File: config.mk
export PLATFORM = sky130hd
export DESIGN_NAME = s2p_cond_flat
export DESIGN_NICKNAME = d
export VERILOG_FILES = /design/src/rtl/s2p_cond_if.sv /design/src/rtl/s2p_cond.sv /design/src/flat_wrapper.sv
export SDC_FILE = /design/constraint.sdc
export NUM_CORES = 1
export LEC_CHECK = 0
export CORE_ASPECT_RATIO = 1.4
export CORE_MARGIN = 8
export CORE_UTILIZATION = 45
export DETAILED_ROUTE_END_ITERATION = 10
export PLACE_DENSITY_LB_ADDON = 0.2
export SLEW_MARGIN = 20
export SYNTH_ARGS = -nofsm -noshare
export SYNTH_HDL_FRONTEND = slang
export SYNTH_SLANG_ARGS = --single-unit
File: constraint.sdc
create_clock -name IN_CLK_s2p -period 1.8 [get_ports IN_CLK_s2p]
set_input_delay 0.36 -clock IN_CLK_s2p [delete_from_list [all_inputs] [get_ports IN_CLK_s2p]]
set_output_delay 0.36 -clock IN_CLK_s2p [all_outputs]
set_load 0.02 [all_outputs]
File: src/rtl/s2p_cond_if.sv
// -----------------------------------------------------------------------------
// s2p_cond_if
// Groups the lane/strobe inputs and byte/status outputs of the 4-lane
// serial-to-parallel receiver (s2p_cond). Clock and reset stay plain ports
// on the receiver itself.
//
// Signals
//   IN_ENB_s2p     bit strobe; lanes are sampled only on edges where high
//   IN_LANE_s2p    one serial bit per lane, lane 0 carries the sync byte
//   IN_RESYNC_s2p  forces loss of lock and a return to the hunting state
//   OUT_LANE3_s2p  deserialized byte for lane 3 (LANE2/1/0 likewise)
//   OUT_VALID_s2p  one-cycle strobe: the four byte outputs carry a new set
//   OUT_LOCK_s2p   high while the receiver is locked to the byte framing
//
// Modports
//   master  drives the serial side and observes the parallel side (bench/link)
//   slave   the receiver itself
// -----------------------------------------------------------------------------
interface s2p_cond_if;
  logic       IN_ENB_s2p;
  logic [3:0] IN_LANE_s2p;
  logic       IN_RESYNC_s2p;
  logic [7:0] OUT_LANE3_s2p;
  logic [7:0] OUT_LANE2_s2p;
  logic [7:0] OUT_LANE1_s2p;
  logic [7:0] OUT_LANE0_s2p;
  logic       OUT_VALID_s2p;
  logic       OUT_LOCK_s2p;

  modport master (
    output IN_ENB_s2p,
    output IN_LANE_s2p,
    output IN_RESYNC_s2p,
    input  OUT_LANE3_s2p,
    input  OUT_LANE2_s2p,
    input  OUT_LANE1_s2p,
    input  OUT_LANE0_s2p,
    input  OUT_VALID_s2p,
    input  OUT_LOCK_s2p
  );

  modport slave (
    input  IN_ENB_s2p,
    input  IN_LANE_s2p,
    input  IN_RESYNC_s2p,
    output OUT_LANE3_s2p,
    output OUT_LANE2_s2p,
    output OUT_LANE1_s2p,
    output OUT_LANE0_s2p,
    output OUT_VALID_s2p,
    output OUT_LOCK_s2p
  );
endinterface

File: src/rtl/s2p_cond.sv
// -----------------------------------------------------------------------------
// s2p_cond
// 4-lane serial-to-parallel receiver, the receive-side counterpart of the
// 4-lane p2s transmitter. Each enabled clock shifts one bit per lane into an
// 8-bit register, LSB first. Byte framing is recovered by hunting SYNC_WORD on
// lane 0; after SYNC_COUNT consecutive aligned sync bytes the receiver locks
// and then presents four bytes with a one-cycle valid strobe every 8 enabled
// bits.
//
// Parameters
//   SYNC_WORD   alignment byte, received LSB first on lane 0 (default 8'hBC)
//   SYNC_COUNT  consecutive aligned sync bytes needed for lock, 1..7
//
// Ports
//   IN_CLK_s2p    in  clock, rising edge
//   IN_RST_N_s2p  in  asynchronous reset, active low
//   bus           s2p_cond_if.slave: lane bits, enable, resync in;
//                 four lane bytes, valid strobe, lock flag out
//
// Configuration macro
//   S2P_SYNC_DROP_EN  when defined, a locked byte set whose lane-0 byte equals
//                     SYNC_WORD is swallowed: no strobe, outputs hold.
//                     When undefined every locked byte set is strobed.
// -----------------------------------------------------------------------------
module s2p_cond #(
  parameter logic [7:0]  SYNC_WORD  = 8'hBC,
  parameter int unsigned SYNC_COUNT = 2
) (
  input  logic       IN_CLK_s2p,
  input  logic       IN_RST_N_s2p,
  s2p_cond_if.slave  bus
);

  typedef enum logic [1:0] {
    ST_SEARCH = 2'd0,
    ST_VERIFY = 2'd1,
    ST_LOCKED = 2'd2
  } state_e;

  localparam logic [2:0] SYNC_CNT_L = 3'(SYNC_COUNT);
  localparam logic [3:0] FILL_FULL  = 4'd8;

  state_e           state_q, state_d;
  logic [3:0][7:0]  sr_q, sr_d;        // per-lane shift registers, sr_q[0] is the sync window
  logic [2:0]       bit_cnt_q, bit_cnt_d;
  logic [3:0]       fill_q, fill_d;    // bits seen since the hunt (re)started, saturates at 8
  logic [2:0]       match_q, match_d;  // aligned sync bytes seen so far
  logic [3:0][7:0]  out_q, out_d;
  logic             valid_q, valid_d;
  logic             lock_q, lock_d;

  logic [3:0][7:0]  sr_shift_s;        // shift-register contents after taking the current bits
  logic [3:0]       fill_inc_s;
  logic [2:0]       match_inc_s;
  logic             sync_hit_s;        // lane-0 window including the current bit is SYNC_WORD
  logic             byte_end_s;        // this edge samples bit 7 of a framed byte

  // Next shift value per lane: new bit enters at the MSB so the first bit lands at bit 0.
  always_comb begin
    sr_shift_s = sr_q;
    for (int i = 0; i < 4; i++) begin
      sr_shift_s[i] = {bus.IN_LANE_s2p[i], sr_q[i][7:1]};
    end
  end

  assign sync_hit_s  = (sr_shift_s[0] == SYNC_WORD);
  assign fill_inc_s  = (fill_q == FILL_FULL) ? FILL_FULL : (fill_q + 4'd1);
  assign match_inc_s = match_q + 3'd1;
  assign byte_end_s  = (bit_cnt_q == 3'd7);

  // Next-state, counter, shift and output-register logic.
  always_comb begin
    state_d   = state_q;
    sr_d      = sr_q;
    bit_cnt_d = bit_cnt_q;
    fill_d    = fill_q;
    match_d   = match_q;
    out_d     = out_q;
    valid_d   = 1'b0;

    if (bus.IN_RESYNC_s2p) begin
      // Resync beats a simultaneous enable: the sampled bit is thrown away
      // and the hunt restarts from an empty window. Byte outputs hold.
      state_d   = ST_SEARCH;
      sr_d      = '0;
      bit_cnt_d = 3'd0;
      fill_d    = 4'd0;
      match_d   = 3'd0;
    end else if (bus.IN_ENB_s2p) begin
      sr_d = sr_shift_s;
      case (state_q)
        ST_SEARCH: begin
          bit_cnt_d = 3'd0;
          fill_d    = fill_inc_s;
          // A match is only trusted once the window holds 8 real bits.
          if ((fill_inc_s == FILL_FULL) && sync_hit_s) begin
            match_d = 3'd1;
            if (SYNC_CNT_L == 3'd1) begin
              state_d = ST_LOCKED;
            end else begin
              state_d = ST_VERIFY;
            end
          end else begin
            state_d = ST_SEARCH;
          end
        end

        ST_VERIFY: begin
          bit_cnt_d = bit_cnt_q + 3'd1;
          if (byte_end_s) begin
            if (sync_hit_s) begin
              match_d = match_inc_s;
              if (match_inc_s == SYNC_CNT_L) begin
                state_d = ST_LOCKED;
              end else begin
                state_d = ST_VERIFY;
              end
            end else begin
              // Framing not confirmed: hunt again with a fresh 8-bit fill.
              state_d   = ST_SEARCH;
              bit_cnt_d = 3'd0;
              fill_d    = 4'd0;
              match_d   = 3'd0;
            end
          end else begin
            state_d = ST_VERIFY;
          end
        end

        ST_LOCKED: begin
          bit_cnt_d = bit_cnt_q + 3'd1;
          if (byte_end_s) begin
`ifdef S2P_SYNC_DROP_EN
            // Sync bytes embedded in the data stream are swallowed.
            if (sync_hit_s) begin
              out_d   = out_q;
              valid_d = 1'b0;
            end else begin
              out_d   = sr_shift_s;
              valid_d = 1'b1;
            end
`else
            out_d   = sr_shift_s;
            valid_d = 1'b1;
`endif
          end else begin
            valid_d = 1'b0;
          end
        end

        default: begin
          state_d   = ST_SEARCH;
          bit_cnt_d = 3'd0;
          fill_d    = 4'd0;
          match_d   = 3'd0;
        end
      endcase
    end else begin
      // No bit strobe: everything holds, no valid.
      state_d = state_q;
    end
  end

  // Lock flag follows the state being entered, so it rises with the LOCKED state register.
  assign lock_d = (state_d == ST_LOCKED);

  // State, datapath and output registers.
  always_ff @(posedge IN_CLK_s2p or negedge IN_RST_N_s2p) begin
    if (!IN_RST_N_s2p) begin
      state_q   <= ST_SEARCH;
      sr_q      <= '0;
      bit_cnt_q <= 3'd0;
      fill_q    <= 4'd0;
      match_q   <= 3'd0;
      out_q     <= '0;
      valid_q   <= 1'b0;
      lock_q    <= 1'b0;
    end else begin
      state_q   <= state_d;
      sr_q      <= sr_d;
      bit_cnt_q <= bit_cnt_d;
      fill_q    <= fill_d;
      match_q   <= match_d;
      out_q     <= out_d;
      valid_q   <= valid_d;
      lock_q    <= lock_d;
    end
  end

  assign bus.OUT_LANE3_s2p = out_q[3];
  assign bus.OUT_LANE2_s2p = out_q[2];
  assign bus.OUT_LANE1_s2p = out_q[1];
  assign bus.OUT_LANE0_s2p = out_q[0];
  assign bus.OUT_VALID_s2p = valid_q;
  assign bus.OUT_LOCK_s2p  = lock_q;

endmodule

File: src/flat_wrapper.sv
// flat-port wrapper written by rule: the top's interface ports become plain ports
module s2p_cond_flat 
#(
  parameter logic [7:0]  SYNC_WORD  = 8'hBC,
  parameter int unsigned SYNC_COUNT = 2
)
  (IN_CLK_s2p, IN_RST_N_s2p, bus_IN_ENB_s2p, bus_IN_LANE_s2p, bus_IN_RESYNC_s2p, bus_OUT_LANE3_s2p, bus_OUT_LANE2_s2p, bus_OUT_LANE1_s2p, bus_OUT_LANE0_s2p, bus_OUT_VALID_s2p, bus_OUT_LOCK_s2p);
  s2p_cond_if bus_i ();
  input  logic IN_CLK_s2p;
  input  logic IN_RST_N_s2p;
  input wire logic [$bits(bus_i.IN_ENB_s2p)-1:0] bus_IN_ENB_s2p;
  input wire logic [$bits(bus_i.IN_LANE_s2p)-1:0] bus_IN_LANE_s2p;
  input wire logic [$bits(bus_i.IN_RESYNC_s2p)-1:0] bus_IN_RESYNC_s2p;
  output wire logic [$bits(bus_i.OUT_LANE3_s2p)-1:0] bus_OUT_LANE3_s2p;
  output wire logic [$bits(bus_i.OUT_LANE2_s2p)-1:0] bus_OUT_LANE2_s2p;
  output wire logic [$bits(bus_i.OUT_LANE1_s2p)-1:0] bus_OUT_LANE1_s2p;
  output wire logic [$bits(bus_i.OUT_LANE0_s2p)-1:0] bus_OUT_LANE0_s2p;
  output wire logic [$bits(bus_i.OUT_VALID_s2p)-1:0] bus_OUT_VALID_s2p;
  output wire logic [$bits(bus_i.OUT_LOCK_s2p)-1:0] bus_OUT_LOCK_s2p;
  assign bus_i.IN_ENB_s2p = bus_IN_ENB_s2p;
  assign bus_i.IN_LANE_s2p = bus_IN_LANE_s2p;
  assign bus_i.IN_RESYNC_s2p = bus_IN_RESYNC_s2p;
  assign bus_OUT_LANE3_s2p = bus_i.OUT_LANE3_s2p;
  assign bus_OUT_LANE2_s2p = bus_i.OUT_LANE2_s2p;
  assign bus_OUT_LANE1_s2p = bus_i.OUT_LANE1_s2p;
  assign bus_OUT_LANE0_s2p = bus_i.OUT_LANE0_s2p;
  assign bus_OUT_VALID_s2p = bus_i.OUT_VALID_s2p;
  assign bus_OUT_LOCK_s2p = bus_i.OUT_LOCK_s2p;
  s2p_cond #(.SYNC_WORD(SYNC_WORD), .SYNC_COUNT(SYNC_COUNT)) u_core (.IN_CLK_s2p(IN_CLK_s2p), .IN_RST_N_s2p(IN_RST_N_s2p), .bus(bus_i));
endmodule
==> run_results.csv, run 1 <==
group,metric,value,unit
outcome,status,"complete, no violations",
logic_synthesis,yosys.area.top_type,"dfrtp_1",
routing,dr.pass1.iters,6,
clock_network,worst_skew_pair.late_latency,0.34,ns
logic_synthesis,synth_top_area_share,0.5595,
power,p_comb_frac,0.066,
place,routabilityCongestion,0.8122,
routing,via_per_inst,4.875,
timing,tightest_slew,0.4559,ns
timing,setup_viol,0,
cells_and_area,syn2layout_area_growth,29.07,%
cells_and_area,insertedDiodeCount,0,
power,switching_power,0.0007589,W
worst_setup_path,critPathKind,"flop to flop",
power,leakage,2.180,nW
worst_setup_path,cp_top_family,"compound AO/OA/AOI/OAI gates",
global_route,grtUsageTotal,0.1457,
routing,wl_per_cell,14.39,um
power,total_power,0.003396,W
logic_synthesis,synth_common_cells,"nand2_1, dfrtp_1, nor2_1, mux2i_1, ha_1",
logic_synthesis,ys_ff_latch,74,
floorplan,io-pin-count,42,
cells_and_area,regArea,0.001852,mm^2
floorplan,rows,37,
floorplan,die_x,88.48,um
power,powerDensity,794.9,mW/mm^2
clock_network,clockBufferDepth,2,
cells_and_area,multiInputGateArea,0.001378,mm^2
cells_and_area,drive_gt1_frac,0.1579,
timing,min_period_over_period,0.9941,
worst_setup_path,cp.required,2.03,ns
timing,hold_viol,0,
logic_synthesis,ys_async_sr_fraction,1.000,
global_route,grt-ovfl-total,0,
clock_network,clock-sinks,74,
worst_setup_path,crit_path_start_kind,"flop",
timing,grt_setup_unrepaired,"true",
clock_network,cts_root_buf,"clkbuf_8",
power,power_frac_clock,0.432,
logic_synthesis,synth_nets,348,
place,numPortBuffers,41,
floorplan,die_area,0.01039,mm^2
logic_synthesis,synth.area.top_cells,"dfrtp_1, nand2_1, mux2i_1, nor2_1, ha_1",
logic_synthesis,post-synth-top-count-cell,"nand2_1",
routing,vias,2418,
routing,drt_iter0_drc,117,
logic_synthesis,yosys.cell_types.count,36,
floorplan,die_h,117.5,um
floorplan,coreArea,0.007222,mm^2
routing,drc,0,
cells_and_area,nets,412,
place,dp_hpwl,4809,um
power,power_frac_seq,0.503,
logic_synthesis,synthFlopType,"dfrtp_1",
global_route,grt_pass1_wl,11900,um
worst_setup_path,crit_chain,"inv_1 > ha_2 > a21oi_2 > a211oi_2 > o311ai_2 > a21boi_1 > mux2_2",
clock_network,htreeDepth,3,
worst_setup_path,crit_path_top_delay_cell,"dfrtp_1",
cells_and_area,stdcell_count,496,
logic_synthesis,ys_warn_count,0,
timing,period_minus_slack,1.789,ns
cells_and_area,fillCellCount,640,
timing,finClkSkew,0.006143,ns
timing,holdWs,0.4727,ns
logic_synthesis,syn-cell-area,0.003309,mm^2
worst_setup_path,critical-path-max-stage-delay,0.41,ns
logic_synthesis,ys_seq_area_frac,0.5595,
global_route,grt_max_degree,36,
logic_synthesis,avgSynthCellArea,10.03,um^2
job,cap_viol_max_count,0,
place,dp.cells,474,
global_route,antenna_found_initial,0,
logic_synthesis,syn_inst,330,
timing,clock.fmax,558.9,MHz
worst_setup_path,cp_num_buf_inv,1,
hold_path,min_path_type,"flop to flop",
worst_setup_path,worstPathArrival,2.02,ns
power,max-vdd-ir-drop,0.6012,mV
timing,relSlewSlack,0.6961,
power,swShare,0.2235,
clock_network,clkTransAtPathRegs,0.08,ns
clock_network,cts_tree,"built",
power,p_int,0.002637,W
timing,maxSlewViolCount,0,
routing,wl,7138,um
floorplan,initial_core_util,0.4582,
clock_network,cts_made_buffers,9,
routing,ant_nets,0,
worst_setup_path,worstPathMaxFanout,3,
timing,setup_tns,0,ns
global_route,grt_pass1_vias,2487,
logic_synthesis,synth_edf_count,0,
worst_setup_path,end_kind,"flop",
==> flip-flops by register name, indices dropped and copies added (netlist names) <==
| name | count |
|---|---|
| u_core.sr_q | 28 |
| u_core.bus.OUT_LANE0_s2p | 8 |
| u_core.bus.OUT_LANE1_s2p | 8 |
| u_core.bus.OUT_LANE2_s2p | 8 |
| u_core.bus.OUT_LANE3_s2p | 8 |
| u_core.fill_q | 4 |
| u_core.bit_cnt_q | 3 |
| u_core.match_q | 3 |
| u_core.state_q | 2 |
| u_core.bus.OUT_LOCK_s2p | 1 |
| u_core.bus.OUT_VALID_s2p | 1 |
==> final timing paths <==
path,start,end,slack [ns],cells after the start
max in group asynchronous,IN_RST_N_s2p,u_core.match_q[0]$_DFFE_PN0P_,0.74,3
hold reg to reg,u_core.bus.OUT_LANE0_s2p[5]$_DFFE_PN0P_,u_core.bus.OUT_LANE0_s2p[5]$_DFFE_PN0P_,0.47,2
setup / recovery,u_core.fill_q[0]$_DFFE_PN0P_,u_core.match_q[1]$_DFFE_PN0P_,0.01,7
min in group asynchronous,IN_RST_N_s2p,u_core.sr_q[3]$_DFFE_PN0N_,0.51,2
setup reg to reg,u_core.fill_q[0]$_DFFE_PN0P_,u_core.match_q[1]$_DFFE_PN0P_,0.01,7
hold / removal,u_core.bus.OUT_LANE0_s2p[5]$_DFFE_PN0P_,u_core.bus.OUT_LANE0_s2p[5]$_DFFE_PN0P_,0.47,2
==> stage by stage <==
step	cell area [um^2]	worst slack, ns	util
floorplan	3312	0.01584	-
CTS	4200	0.01238	0.5816
finish	4272	0.01063	0.5915
detailed placement	3946	-0.2868	0.5464
global placement	3946	-0.2591	0.5464
global route	4272	-0.08363	0.5915
==> worst min-delay path, cell delays in order (launching register included) <==
cell     delay [ns]
dfrtp_1        0.34
nand2_1        0.05
nand2_1        0.05
==> cells in the final DEF (no fill, tap or decap), types with 2 or more instances in the layout <==
master and instances:
clkbuf_8 11, mux2_2 2, bufinv_16 2, o211ai_1 3, inv_1 8, dfrtp_1 74, nor2_1 33, buf_12 2
ha_2 4, a22o_1 2, clkdlybuf4s50_1 39, nand3_1 6, buf_4 25, nand2_1 110, nand2b_1 3, ha_1 6
nor3b_1 2, o21ai_0 5, nor2b_1 2, a21oi_1 5, a21o_1 2, mux2i_1 28
==> power by group through the flow <==
stage          clock (W)  combinational (W)  sequential [W]
3_3_place_gp           0           0.000209         0.00174
3_5_place_dp           0           0.000213         0.00174
4_1_cts          0.00150           0.000219         0.00171
5_1_grt          0.00157           0.000251         0.00171
6_report         0.00147           0.000223         0.00171
2_1_floorplan          0           0.000108         0.00174
==> final cells by class <==
class,count,area share
Timing Repair Buffer,69,0.1541
Sequential cell,74,0.4335
Inverter,9,0.007909
Tap cell,97,0.02841
Clock inverter,4,0.01728
Multi-Input combinational cell,231,0.3225
Clock buffer,12,0.03632
==> logic make-up (layout without fill, tap and decap cells) <==
family / Yosys count / count (layout) / synth area share
AO/OA/AOI/OAI: 26 / 26 / 0.05520
XOR/XNOR: 1 / 1 / 0.002647
adder cells (fa/ha/maj): 10 / 10 / 0.03781
buffers and inverters: 25 / 94 / 0.03440
flip-flops: 74 / 74 / 0.5595
multiplexers: 30 / 30 / 0.09149
AND/OR/NAND/NOR: 164 / 164 / 0.2189
==> layer usage <==
layer	part of all wire	vias to the layer above	global-route usage
li1	-	1197	-
met1	0.45	1174	0.1804
met2	0.50	35	0.2288
met3	0.035	12	0.03634
met4	0.021	0	0.06801
met5	0	-	0
==> timing repair <==
action,CTS,global route
gates resized for setup,2,7
cloned,0,1
hold buffers,1,0
endpoints found under the hold margin,33,0
endpoints found under the setup margin,3,39
setup buffers,1,3
pin swaps,3,3
Power figures use the tool's default switching activity.
==> inputs of run 2 (changes only) <==
GPL_TIMING_DRIVEN = 0   (was not set)
clock period = 2.19 ns   (was 1.8 ns; I/O delays follow)
==> run 2 against run 1 <==
Against the previous run:
- combinational power fell by 32%
- wire length is 6.7% lower
- final area is 4.9% lower
- core utilization fell by 2.9 points
- count of clock-buffer cells in the layout unchanged
- critical path type is now input pin to flop
- clock power is 26% lower
- sequential power shrank 18%
- first-iteration DRC count decreased by 13%
- register-to-register slack better by 0.16 ns
- die area unchanged
==> run_results.csv, run 2 (synthesis gave the netlist of run 1 again) <==
group,metric,value,unit
timing,timing.final.ws_setup,0.1340,ns
routing,vias,2355,
hold_path,min_path_type,"input pin to async pin",
worst_setup_path,worstPathMaxFanout,8,
place,dp_slack,-0.2821,ns
routing,ant_nets,0,
routing,wl,6658,um
clock_network,cts_made_buffers,9,
timing,clock.fmax,486.4,MHz
place,dp_hpwl,4713,um
cells_and_area,largest-register,"u_core.sr_q",
floorplan,coreArea,0.007222,mm^2
global_route,grtUsageTotal,0.1411,
timing,period_minus_slack,2.056,ns
clock_network,cts_tree,"built",
worst_setup_path,crit_path_start_kind,"input pin",
floorplan,die_h,117.5,um
cells_and_area,finalInstanceArea,0.004064,mm^2
routing,via_per_inst,4.866,
floorplan,rows,37,
cells_and_area,largest_reg_flops,28,
floorplan,die_area,0.01039,mm^2
timing,min_period_over_period,0.9388,
cells_and_area,syn2layout_area_growth,22.80,%
clock_network,htreeDepth,3,
routing,drt_iter0_drc,102,
power,powerDensity,650.6,mW/mm^2
worst_setup_path,critPathKind,"input pin to flop",
routing,wl_per_cell,13.76,um
clock_network,worst_skew_pair.late_latency,0.35,ns
power,leakage,2.088,nW
timing,grt_setup_unrepaired,"false",
clock_network,clockBufferDepth,2,
worst_setup_path,end_kind,"flop",
cells_and_area,layout_common_cells,"nand2_1, dfrtp_1, clkdlybuf4s50_1",
worst_setup_path,cp.required,2.47,ns
cells_and_area,utilization,0.5627,
cells_and_area,drive_gt1_frac,0.08527,
power,total_power,0.002644,W
clock_network,cts_root_buf,"clkbuf_8",
power,max-vdd-ir-drop,0.4764,mV
timing,finClkSkew,0.007837,ns
timing,relSlewSlack,0.5254,
clock_network,post_cts_buffers,0,
place,routabilityCongestion,0.7867,
floorplan,initial_core_util,0.4582,
place,numPortBuffers,40,
global_route,grt_pass1_vias,2385,
clock_network,clock-sinks,74,
cells_and_area,insertedDiodeCount,0,
global_route,grt-ovfl-total,0,
cells_and_area,nets,400,
timing,hold_viol,0,
cells_and_area,layout_commonest_cell,"nand2_1",
routing,dr.pass1.iters,4,
global_route,grt_max_degree,46,
timing,setup_viol,0,
timing,tightest_slew,0.7119,ns
global_route,antenna_found_initial,0,
clock_network,clkTransAtPathRegs,0.07,ns
job,cap_viol_max_count,0,
floorplan,io-pin-count,42,
timing,maxSlewViolCount,0,
worst_setup_path,worstPathArrival,2.33,ns
routing,drc,0,
floorplan,die_x,88.48,um
outcome,status,"complete, no violations",
global_route,grt_pass1_wl,11580,um
place,dpl_cell_area,0.003856,mm^2
cells_and_area,fillCellCount,667,
-- run 2: what timing repair did --
item | in CTS | in global routing
hold buffers | 0 | 0
resized for setup | 3 | 2
endpoints found under the setup margin | 5 | 11
-- run 2: layout make-up --
type                       instances  area, um^2  area share
clock inverter                     4       48.80     0.01201
clock buffer                      12       155.1     0.03818
timing repair buffer              41       425.4      0.1047
buffer                            16       83.83     0.02063
inverter                           9       33.78    0.008313
multi-input combinational        231        1344      0.3307
tap                               97       121.4     0.02986
sequential                        74        1852      0.4557
-- run 2: metal layers --
layer | routed length (um) | global-route usage | vias up
li1 | - | - | 1178
met1 | 3029 | 0.1679 | 1135
met2 | 3281 | 0.2283 | 32
met3 | 212 | 0.03284 | 10
met4 | 135 | 0.07120 | 0
met5 | 0 | 0 | -
-- run 2: worst paths after layout --
kind                            cells after the start                               startpoint  slack (ns)                                       to
worst max-delay path                                7                       bus_IN_LANE_s2p[0]        0.13        u_core.bus.OUT_LOCK_s2p$_DFF_PN0_
worst min-delay path                                1                             IN_RST_N_s2p        0.02            u_core.match_q[2]$_DFFE_PN0P_
worst max register to register                      9          u_core.bit_cnt_q[0]$_DFFE_PN0N_        0.17  u_core.bus.OUT_LANE1_s2p[3]$_DFFE_PN0P_
worst min register to register                      2  u_core.bus.OUT_LANE0_s2p[2]$_DFFE_PN0P_        0.47  u_core.bus.OUT_LANE0_s2p[2]$_DFFE_PN0P_
max in group asynchronous                           2                             IN_RST_N_s2p        1.63              u_core.sr_q[23]$_DFFE_PN0N_
min in group IN_CLK_s2p                             2                        bus_IN_RESYNC_s2p        0.32          u_core.bit_cnt_q[2]$_DFFE_PN0N_
-- run 2: per-stage QoR --
| stage | setup TNS, ns | cells | hold slack (ns) |
|---|---|---|---|
| after global placement | -150.80 | 467 | 0.4583 |
| final | 0 | 484 | 0.01589 |
| after global routing | 0 | 484 | 0.03994 |
| after detailed placement | -8.152 | 468 | 0.3972 |
| after floorplan | 0 | 330 | 0.1424 |
| after CTS | 0 | 484 | 0.01599 |
-- run 2: power by group --
group	switching, W	total [W]	leakage [nW]	internal, W
sequential	0.0000224	0.00141	1.03	0.00138
combinational	0.0000922	0.000152	0.955	0.0000600
clock	0.000496	0.00109	0.107	0.000589
-- run 2: critical path, stage by stage --
cell	delay (ns)
clkdlybuf4s50_1	0.57
nand4b_4	0.15
or4b_4	0.53
buf_6	0.15
nor4_4	0.22
a31o_4	0.13
nor2b_2	0.13
